## src/rtl/debounce_pkg.sv

```systemverilog
`default_nettype none
// ============================================================================
//  Module     : debounce_pkg
//  Description: Shared types and helpers for the multi-channel debouncer.
//               - c_DEF_STABLE_TICKS / c_DEF_REPEAT_TICKS : default timings
//               - debounce_status_t : per-channel {level, rise, fall, rpt}
//               - cnt_width()       : bits needed to hold a count up to max_val
//  Revision   : 1.0  initial release
// ============================================================================
package debounce_pkg;

    localparam int c_DEF_STABLE_TICKS = 50;
    localparam int c_DEF_REPEAT_TICKS = 0;

    // "rpt" carries the auto-repeat strobe ("repeat" is a reserved word).
    typedef struct packed {
        logic level;
        logic rise;
        logic fall;
        logic rpt;
    } debounce_status_t;

    // Smallest width (>=1) able to represent 0..max_val.
    function automatic int cnt_width(input int max_val);
        int w;
        w = 1;
        while ((1 << w) <= max_val) begin
            w++;
        end
        return w;
    endfunction

endpackage
`default_nettype wire

```

## src/rtl/debounce_channel.sv

```systemverilog
`default_nettype none
// ============================================================================
//  Module     : debounce_channel
//  Description: One debounce lane: two-flop synchroniser, saturating stability
//               counter, registered level/rise/fall and optional auto-repeat.
//  Ports      : clk      in  system clock (posedge)
//               rst      in  synchronous active-high reset
//               i_tick   in  count enable
//               i_signal in  raw asynchronous input
//               o_status out {level, rise, fall, rpt}, all registered
//  Revision   : 1.0  initial release
// ============================================================================
module debounce_channel
    import debounce_pkg::*;
#(
    parameter int STABLE_TICKS = c_DEF_STABLE_TICKS,
    parameter int REPEAT_TICKS = c_DEF_REPEAT_TICKS
) (
    input  logic             clk,
    input  logic             rst,
    input  logic             i_tick,
    input  logic             i_signal,
    output debounce_status_t o_status
);

    localparam int                    c_CNT_BITS = cnt_width(STABLE_TICKS);
    localparam logic [c_CNT_BITS-1:0] c_CNT_MAX  = c_CNT_BITS'(STABLE_TICKS);

    logic [1:0]            r_sync;
    logic                  r_prev;
    logic [c_CNT_BITS-1:0] r_cnt;
    logic                  r_level;
    logic                  r_rise;
    logic                  r_fall;
    logic                  w_changed;
    logic                  w_update;
    logic                  w_rpt;

    // r_prev lags r_sync[1] by one clock, so a difference marks a fresh edge
    // on the synchronised input.
    assign w_changed = r_sync[1] ^ r_prev;
    assign w_update  = (r_cnt == c_CNT_MAX) && (r_prev != r_level);

    always_ff @(posedge clk) begin
        if (rst) begin
            r_sync  <= 2'b00;
            r_prev  <= 1'b0;
            r_cnt   <= '0;
            r_level <= 1'b0;
            r_rise  <= 1'b0;
            r_fall  <= 1'b0;
        end else begin
            r_sync <= {r_sync[0], i_signal};
            r_prev <= r_sync[1];

            // A fresh edge restarts the stability window even with tick low.
            if (w_changed) begin
                r_cnt <= '0;
            end else if (i_tick && (r_cnt != c_CNT_MAX)) begin
                r_cnt <= r_cnt + c_CNT_BITS'(1);
            end

            r_rise <= w_update &&  r_prev;
            r_fall <= w_update && !r_prev;
            if (w_update) begin
                r_level <= r_prev;
            end
        end
    end

    generate
        if (REPEAT_TICKS > 0) begin : g_repeat
            localparam int                    c_REP_BITS = cnt_width(REPEAT_TICKS) + 1;
            localparam logic [c_REP_BITS-1:0] c_REP_LAST = c_REP_BITS'(REPEAT_TICKS - 1);

            logic [c_REP_BITS-1:0] r_rcnt;
            logic                  r_rpt;

            // Any level update (rise or fall) restarts the repeat interval, and a
            // fall therefore never coincides with a repeat strobe.
            always_ff @(posedge clk) begin
                if (rst) begin
                    r_rcnt <= '0;
                    r_rpt  <= 1'b0;
                end else if (w_update || !r_level) begin
                    r_rcnt <= '0;
                    r_rpt  <= 1'b0;
                end else if (i_tick) begin
                    if (r_rcnt == c_REP_LAST) begin
                        r_rcnt <= '0;
                        r_rpt  <= 1'b1;
                    end else begin
                        r_rcnt <= r_rcnt + c_REP_BITS'(1);
                        r_rpt  <= 1'b0;
                    end
                end else begin
                    r_rpt <= 1'b0;
                end
            end

            assign w_rpt = r_rpt;
        end else begin : g_no_repeat
            assign w_rpt = 1'b0;
        end
    endgenerate

    assign o_status.level = r_level;
    assign o_status.rise  = r_rise;
    assign o_status.fall  = r_fall;
    assign o_status.rpt   = w_rpt;

endmodule
`default_nettype wire

```

## src/rtl/debounce_multi.sv

```systemverilog
`default_nettype none
// ============================================================================
//  Module     : debounce_multi
//  Description: NUM_CH independent switch/button debouncers with rise/fall
//               strobes and optional auto-repeat.
//  Ports      : in_clk        in  system clock (posedge)
//               in_rst        in  synchronous active-high reset
//               in_tick       in  count enable (prescaler strobe)
//               in_signal     in  [NUM_CH] raw asynchronous inputs
//               out_debounced out [NUM_CH] debounced levels
//               out_rise      out [NUM_CH] 1-cycle strobe on debounced 0->1
//               out_fall      out [NUM_CH] 1-cycle strobe on debounced 1->0
//               out_repeat    out [NUM_CH] 1-cycle auto-repeat strobe
//  Revision   : 1.0  initial release
// ============================================================================
module debounce_multi
    import debounce_pkg::*;
#(
    parameter int NUM_CH       = 4,
    parameter int STABLE_TICKS = c_DEF_STABLE_TICKS,
    parameter int REPEAT_TICKS = c_DEF_REPEAT_TICKS
) (
    input  logic              in_clk,
    input  logic              in_rst,
    input  logic              in_tick,
    input  logic [NUM_CH-1:0] in_signal,
    output logic [NUM_CH-1:0] out_debounced,
    output logic [NUM_CH-1:0] out_rise,
    output logic [NUM_CH-1:0] out_fall,
    output logic [NUM_CH-1:0] out_repeat
);

    debounce_status_t w_status [NUM_CH];

    generate
        for (genvar gi = 0; gi < NUM_CH; gi++) begin : g_ch
            debounce_channel #(
                .STABLE_TICKS(STABLE_TICKS),
                .REPEAT_TICKS(REPEAT_TICKS)
            ) u_channel (
                .clk     (in_clk),
                .rst     (in_rst),
                .i_tick  (in_tick),
                .i_signal(in_signal[gi]),
                .o_status(w_status[gi])
            );

            assign out_debounced[gi] = w_status[gi].level;
            assign out_rise[gi]      = w_status[gi].rise;
            assign out_fall[gi]      = w_status[gi].fall;
            assign out_repeat[gi]    = w_status[gi].rpt;
        end
    endgenerate

endmodule
`default_nettype wire
```

## config.mk

```make
export PLATFORM = sky130hd
export DESIGN_NAME = debounce_multi
export DESIGN_NICKNAME = d
export VERILOG_FILES = /design/src/rtl/debounce_pkg.sv /design/src/rtl/debounce_channel.sv /design/src/rtl/debounce_multi.sv
export SDC_FILE = /design/constraint.sdc
export NUM_CORES = 1
export LEC_CHECK = 0
export ABC_AREA = 1
export BUFFER_PORTS_ARGS = -buffer_cell sky130_fd_sc_hd__buf_2
export CAP_MARGIN = 10
export CORE_ASPECT_RATIO = 2
export CORE_MARGIN = 2
export CORE_UTILIZATION = 58
export DETAILED_ROUTE_END_ITERATION = 10
export HOLD_SLACK_MARGIN = 0.03
export PLACE_DENSITY = 0.78
export SLEW_MARGIN = 20
export SYNTH_ARGS = -nofsm -noshare
export SYNTH_HDL_FRONTEND = slang
export SYNTH_SLANG_ARGS = --single-unit
```

## constraint.sdc

```tcl
create_clock -name in_clk -period 1.6 [get_ports in_clk]
set_input_delay 0.24 -clock in_clk [delete_from_list [all_inputs] [get_ports in_clk]]
set_output_delay 0.24 -clock in_clk [all_outputs]
set_load 0.02 [all_outputs]
```

* Word level (Yosys, flattened, before mapping)
Index checks and enable logic that the tools add are counted.
** Storage, ports and cells
- Bits in registers :: 48
- Input bits :: 7
- Output and inout bits :: 16
- Logic and storage cells :: 68
** Cells by class
- Add/sub/neg operators :: 4
- Equality and inequality tests :: 12
- Bitwise gates (word level) :: 4
- Reductions and logical operators :: 24
** Operators by type and width (number)
- adder 6 x 1 -> 6 bit, second input constant :: 4
- == test 6 bit, second input constant :: 4
- inequality test 6 bit, second input constant :: 4
- logical AND 1 bit :: 16
- OR reduction 2 bit :: 4
- logical NOT 1 bit :: 4
- inequality test 1 bit :: 4
- bitwise XOR 1 bit :: 4

* Longest topological paths before layout
Gate-level depths: netlist of run 1.
- Depth in word-level cells :: 3
- Gate-level depth with buffers :: 9
- Mapped depth without buffers :: 9

* Hierarchy
A second synthesis of run 1 with hierarchy kept.
** Unflattened totals
- Cell total of the unflattened synthesis :: 320
- Area total of the unflattened synthesis :: 2397.3 µm²
** By module, submodules not included
- debounce_channel :: times used 4, cells an instance 80, area an instance 599.3 µm², sequential area each 240.2 µm²

* Worst setup path before layout of run 1
No wires, ideal clock.
- Path kind :: reg-to-reg
- From :: reg g_ch[2].u_channel.r_cnt[0]
- To :: reg g_ch[2].u_channel.r_cnt[5]
- Library setup time :: 0.113 ns
- Arrival time :: 1.015 ns
- Required time :: 1.487 ns
- Slack :: 0.472 ns
- Stages on the path, launching flop included :: 9
- Buffers on the path :: 0
- Period minus slack after synthesis :: 1.128 ns
- Cell sequence :: dfxtp_1 inv_1 ha_1 nand3_1 inv_1 nand2_1 nand3_1 nor2_1 nor2_1
** Between the ends
- Cells in the longest elaborated chain, start to end :: 2
- Elaborated cells between the ends (all ways) :: 3
- Classes of those cells :: add/sub (1); eq/ne (1); reduce/logical (1)
** RTL lines
- from (decl) :: RTL line debounce_channel.sv:31 : logic [c_CNT_BITS-1:0] r_cnt;
- from (signal assigned) :: RTL line debounce_channel.sv:60 : r_cnt <= r_cnt + c_CNT_BITS'(1);
- parallel branches: the longest is 2 deep, another holds adder 6 x 1 -> 6 bit
Parallel ways; which one is timed is not known.
A chain may end at the register's enable or synchronous reset.

* Worst setup path after layout of run 1
- From :: reg g_ch[1].u_channel.r_cnt[1]
- To :: reg g_ch[1].u_channel.r_cnt[2]
** Between the ends
- Cells in the longest elaborated chain, start to end :: 2
- Elaborated cells between the ends (all ways) :: 3
- Classes of those cells :: add/sub (1); eq/ne (1); reduce/logical (1)
** RTL lines (RTL line)
- from (decl) :: debounce_channel.sv:31
- from (signal assigned) :: debounce_channel.sv:60
- parallel branches: the longest is 2 deep, another holds adder 6 x 1 -> 6 bit
Parallel ways; which one is timed is not known.

==> results_dict.tcl, run 1 <==
set metrics [dict create \
    status "finished, final reports clean" \
    hold_buffers 0 \
    synth-seq-area-share_pct 41.16 \
    routedWlPerCell_um 10.87 \
    htree_levels 2 \
    cts_resized 0 \
    synth_most_common_cell "nand2_1" \
    p_clk_share_pct 37.8 \
    yosys.area.top_type_share_pct 41.16 \
    yosys_register_bits 48 \
    fillers 369 \
    setup_viol 0 \
    clkSinkCount 48 \
    drt_iter0_drc 28 \
    cts_root_buf "clkbuf_8" \
    cp-end-kind "flop" \
    antenna_found_initial 0 \
    clk_pin_slew_ns 0.09 \
    synth_edf_count 0 \
    core_area_sq_um 3844 \
    synth_top_flop_cell "dfxtp_1" \
    fin_util_pct 62.92 \
    grt_pass1_wl_um 7238 \
    p_sw_w 0.0005131 \
    fin_crit_ns 1.353 \
    multi_input_area_sq_um 1001 \
    insertedDiodeCount 0 \
    drive_gt1_share_pct 12.97 \
    gp_congestion 0.7967 \
    row_count 32 \
    fin_skew_ns 0.007217 \
    grt_usage_pct 20.29 \
    yosysUniqueCellTypes 23 \
    grt_pass1_vias 1770 \
    die_y_um 93.73 \
    cts_buffers 5 \
    use_met3_pct 3.822 \
    rsz0062_at_grt "false" \
    hold_path_class "input pin to flop" \
    ios 23 \
    cts_buffer_depth 2 \
    critPathArrivalTime_ns 1.58 \
    final_hold_viol_count 0 \
    worstSetupPathType "flop to flop" \
    combPwrFrac_pct 6.7 \
    post_cts_buffers 0 \
    port_buffers 18 \
    dp_slack_ns 0.2757 \
    drv_slew 0 \
    insertion_delay_ns 0.30 \
    timing.critical_path.from_type "flop" \
    synthCells 312 \
    die_w_um 48.87 \
    ant_nets 0 \
    cts_tree "built" \
    synth.avg_cell_area_sq_um 7.483 \
    async_flop_share_pct 0 \
    vias_per_cell 4.948 \
    syn2layout_area_growth_pct 3.591 \
    power_leakage_nw 1.111 \
    synth_area_sq_um 2335 \
    power_w 0.002251 \
    synth_warnings 0 \
    use_met1_pct 21.12 \
    worst_ep_required_time_ns 1.83 \
    finish.net_count 330 \
    regArea_sq_um 960.9 \
    p_int_w 0.001738 \
    synth.area.top_cells "dfxtp_1 41%, nand2_1 8.7%, inv_1 7.7%, nor2_1 7.1%, nand3_1 5.4%" \
    synth_top_cell_by_area "dfxtp_1" \
    synth_common_cells "54 x nand2_1, 48 x dfxtp_1, 48 x inv_1" \
    period_share_pct 84.54 \
    wl_um 3988 \
    first_pass_iters 4 \
    dieArea_sq_um 4580 \
    tns_ns 0 \
    dr_total_vias 1816 \
    swShare_pct 22.79 \
    cellPowerDensity_nw_per_um2 930.9 \
    route.detailed.drc 0 \
    initial_core_util_pct 60.74 \
    grt_max_degree 23 \
    critPathMaxFanout 13 \
    seqPwrFrac_pct 55.5 \
    ir_drop_v 0.0007623 \
    fmax_mhz 739.3 \
    busiest_layer "met2" \
    cap_viol_max_count 0 \
    dp_hpwl_um 2987 \
    globalRouteMet2Util_pct 37.56 \
    layout_setup_ws_ns 0.2474 \
    gr-total-overflow 0 \
]
-- routing by layer --
layer,wire [um],share of wire (%)
met1,1601,40
met2,2175,55
met3,126,3.2
met4,85,2.1
met5,0,0
-- cell usage in the layout, fill, tap and decap left out --
| master | synthesis | final |
|---|---|---|
| nor4_1 | 3 | 3 |
| nand2_1 | 54 | 54 |
| xor2_1 | 5 | 5 |
| nor3_1 | 2 | 2 |
| clkbuf_1 | 0 | 1 |
| dfxtp_1 | 48 | 48 |
| nor4_2 | 4 | 4 |
| ha_1 | 8 | 8 |
| nor3_2 | 3 | 3 |
| and3_1 | 1 | 1 |
| conb_1 | 1 | 4 |
| inv_1 | 48 | 48 |
| buf_2 | 4 | 18 |
| nor2_1 | 44 | 44 |
| nand4_1 | 9 | 9 |
| a21oi_1 | 19 | 19 |
| nand3_1 | 25 | 25 |
| nor2_2 | 3 | 3 |
| nand3_2 | 4 | 4 |
| clkbuf_8 | 0 | 5 |
| xnor2_1 | 1 | 1 |
| clkinv_2 | 0 | 1 |
| o21ai_0 | 3 | 3 |
| buf_4 | 16 | 2 |
| bufinv_16 | 0 | 1 |
-- area by class of cell --
| class | instances | share of cell area, % |
|---|---|---|
| multi-input combinational | 192 | 41.39 |
| clock inverter | 2 | 1.449 |
| timing repair buffer | 20 | 4.346 |
| tap | 51 | 2.638 |
| sequential | 48 | 39.73 |
| clock buffer | 6 | 3.001 |
| inverter | 48 | 7.450 |
-- state kept, by name, indices dropped and copies added, names as in the netlist --
signal                  cells
g_ch.u_channel.r_cnt       24
g_ch.u_channel.r_sync       8
g_ch.u_channel.r_fall       4
g_ch.u_channel.r_level      4
g_ch.u_channel.r_prev       4
g_ch.u_channel.r_rise       4
-- path summary, 6_finish.rpt --
| check | start | to | cells after the start | slack [ns] |
|---|---|---|---|---|
| setup reg to reg | g_ch[1].u_channel.r_cnt[1]$_SDFFE_PP0P_ | g_ch[1].u_channel.r_cnt[2]$_SDFFE_PP0P_ | 5 | 0.25 |
| setup / recovery | g_ch[1].u_channel.r_cnt[1]$_SDFFE_PP0P_ | g_ch[1].u_channel.r_cnt[2]$_SDFFE_PP0P_ | 5 | 0.25 |
| hold / removal | in_signal[3] | g_ch[3].u_channel.r_sync[0]$_SDFF_PP0_ | 3 | 0.14 |
| hold reg to reg | g_ch[1].u_channel.r_sync[0]$_SDFF_PP0_ | g_ch[1].u_channel.r_sync[1]$_SDFF_PP0_ | 2 | 0.39 |
-- per-stage QoR --
step           std cells  area [sq um]  hold slack, ns
4_1_cts              367          2419          0.1352
6_report             367          2419          0.1385
3_5_place_dp         359          2311          0.3961
5_1_grt              367          2419          0.1455
2_1_floorplan        315          2346          0.3470
3_3_place_gp         359          2311          0.3904
-- cells by family (layout without fill, tap and decap cells) --
kind of cell    count (synthesis)  count (layout)  share of synthesized area (%)
xor+xnor                        6               6                          2.251
flops                          48              48                          41.16
fa+ha+maj                       8               8                          4.287
simple gates                  152             152                          30.98
compound gates                 22              22                          4.716
buf+inv                        75              76                          16.45
other cells                     1               4                         0.1606
-- critical path, stage by stage, from the launching register on --
cell	delay, ns
dfxtp_1	0.42
ha_1	0.19
nand3_2	0.23
nand2_1	0.22
nand2_1	0.08
a21oi_1	0.14
-- power groups by stage --
stage	clock network, W	registers (W)	logic, W
2_1_floorplan	0	0.00127	0.000129
3_3_place_gp	0	0.00128	0.000146
3_5_place_dp	0	0.00128	0.000152
4_1_cts	0.000874	0.00125	0.000152
5_1_grt	0.000918	0.00126	0.000175
6_report	0.000851	0.00125	0.000151
No activity file was read; power rests on OpenSTA's default activity.
==> run 2: changes to the inputs <==
Clock period 1.6 ns to 1.31 ns, I/O delays scaled along.
==> run 2 against run 1 <==
Net effect:
- non-clock buffer count is 10 higher
- sequential power increased by 22%
- via count rose by 0.66%
- highest routed layer unchanged
==> results_dict.tcl, run 2 (synthesis results as in run 1) <==
set metrics [dict create \
    antenna_found_initial 0 \
    fmax_mhz 830.4 \
    power_leakage_nw 1.174 \
    dp_hpwl_um 3157 \
    finish.net_count 340 \
    routedWlPerCell_um 11.32 \
    fin_skew_ns 0.007032 \
    tns_ns 0 \
    status "finished, final reports clean" \
    first_pass_iters 4 \
    globalRouteMet2Util_pct 40.98 \
    cp_slowest_stage_delay_ns 0.32 \
    hold_buffers 0 \
    vias_per_cell 4.849 \
    hold_ws_ns 0.08934 \
    drive_gt1_share_pct 17.48 \
    ir_drop_v 0.0009683 \
    slowest_stage "dfxtp_1" \
    power_w 0.002821 \
    cp-end-kind "flop" \
    cp_num_buf_inv 1 \
    cellPowerDensity_nw_per_um2 1108 \
    drt_iter0_drc 31 \
    drv_slew 0 \
    clk_pin_slew_ns 0.09 \
    ant_nets 0 \
    initial_core_util_pct 60.74 \
    insertedDiodeCount 0 \
    grt_max_degree 32 \
    reg.largest.list "g_ch.u_channel.r_cnt x24, g_ch.u_channel.r_sync x8" \
    largest_register_ffs 24 \
    port_buffers 18 \
    layout_setup_ws_ns 0.1058 \
    mostFrequentLayoutCell "nand2_1" \
    timing.critical_path.from_type "flop" \
    hold_path_class "input pin to flop" \
    fin_crit_ns 1.204 \
    critPathArrivalTime_ns 1.44 \
    busiest_layer "met2" \
    grt_pass1_wl_um 7452 \
    cts_tree "built" \
    die_w_um 48.87 \
    worstSetupPathType "flop to flop" \
    wl_um 4267 \
    row_count 32 \
    use_met1_pct 19.94 \
    period_share_pct 91.93 \
    cts_buffer_depth 2 \
    clkSinkCount 48 \
    route.detailed.drc 0 \
    dp_slack_ns -0.007644 \
    largest_register "g_ch.u_channel.r_cnt" \
    final_hold_viol_count 0 \
    dr_total_vias 1828 \
    cts_root_buf "clkbuf_8" \
    gr-total-overflow 0 \
    use_met3_pct 3.344 \
    dieArea_sq_um 4580 \
    critPathMaxFanout 13 \
    grt_usage_pct 20.97 \
    worst_ep_required_time_ns 1.55 \
    insertion_delay_ns 0.31 \
    die_y_um 93.73 \
    syn2layout_area_growth_pct 9.057 \
    layout_common_cells "52 x nand2_1, 48 x inv_1, 45 x dfxtp_1" \
    cts_buffers 5 \
    core_area_sq_um 3844 \
    crit_path_frequent_cell "nand2_1" \
    crit_chain "inv_1 -> ha_1 -> nand3_4 -> nand2_1 -> nand2_1 -> a21oi_1" \
    cpLargestDelayFamily "simple AND/OR/NAND/NOR gates" \
    cap_viol_max_count 0 \
    ios 23 \
    htree_levels 2 \
    post_cts_buffers 0 \
    gp_congestion 0.7928 \
    grt_pass1_vias 1801 \
    setup_viol 0 \
]
## run 2: cell types whose count changed in the layout (fill, tap and decap cells not counted), moves of 2 or more
cell | previous run | this run
buf_4 | 2 | 11
dfxtp_1 | 48 | 45
dfxtp_2 | 0 | 3
nand3_2 | 4 | 1
nand3_4 | 0 | 3
clkinv_4 | 0 | 2
nand2_1 | 54 | 52
nand2_2 | 0 | 2
## run 2: area by class of cell
class	count	area [sq um]
Sequential cell	48	964.7
Inverter	48	180.2
Clock buffer	5	68.82
Clock inverter	3	47.55
Fill cell	363	1297
Multi-Input combinational cell	192	1028
Tap cell	51	63.81
Timing Repair Buffer	30	192.7
## run 2: what timing repair did
item / 4_1_cts / 5_1_grt
endpoints found under the setup margin: 2 / 19
cloned: 0 / 0
pin swaps: 0 / 0
resized for setup: 1 / 7
## run 2: worst paths after layout
path,cells past startpoint,slack (ns),endpoint,start
worst max-delay path,6,0.11,g_ch[1].u_channel.r_cnt[0]$_SDFFE_PP0P_,g_ch[1].u_channel.r_cnt[0]$_SDFFE_PP0P_
worst min-delay path,3,0.09,g_ch[2].u_channel.r_sync[0]$_SDFF_PP0_,in_signal[2]
worst max register to register,6,0.11,g_ch[1].u_channel.r_cnt[0]$_SDFFE_PP0P_,g_ch[1].u_channel.r_cnt[0]$_SDFFE_PP0P_
worst min register to register,2,0.40,g_ch[1].u_channel.r_sync[1]$_SDFF_PP0_,g_ch[1].u_channel.r_sync[0]$_SDFF_PP0_
## run 2: power by group
part	internal [W]	leakage (nW)	total, W	switching [W]
Combinational	0.0000815	0.725	0.000218	0.000137
Sequential	0.00150	0.391	0.00152	0.0000248
Clock	0.000575	0.0583	0.00108	0.000508
Total	0.00215	1.17	0.00282	0.000670
## run 2: worst register-to-register path: stages, from the launching register on
cell and delay [ns]:
dfxtp_1 0.32, inv_1 0.07, ha_1 0.20, nand3_4 0.17, nand2_1 0.16, nand2_1 0.08, a21oi_1 0.14
## run 2: per-stage QoR
stage / util, % / instances / area (sq um)
finish: 66.24 / 377 / 2546
global route: 66.24 / 377 / 2546
CTS: 65.63 / 377 / 2522
detailed placement: 62.40 / 369 / 2399
global placement: 62.40 / 369 / 2399
floorplan: - / 315 / 2346
## run 2: per-layer routing
metal | part of all wire, % | vias up | wire length, um
met5 | 0 | - | 0
met4 | 3.8 | 0 | 161
li1 | - | 982 | -
met1 | 38 | 798 | 1642
met3 | 2.6 | 16 | 112
met2 | 55 | 32 | 2350
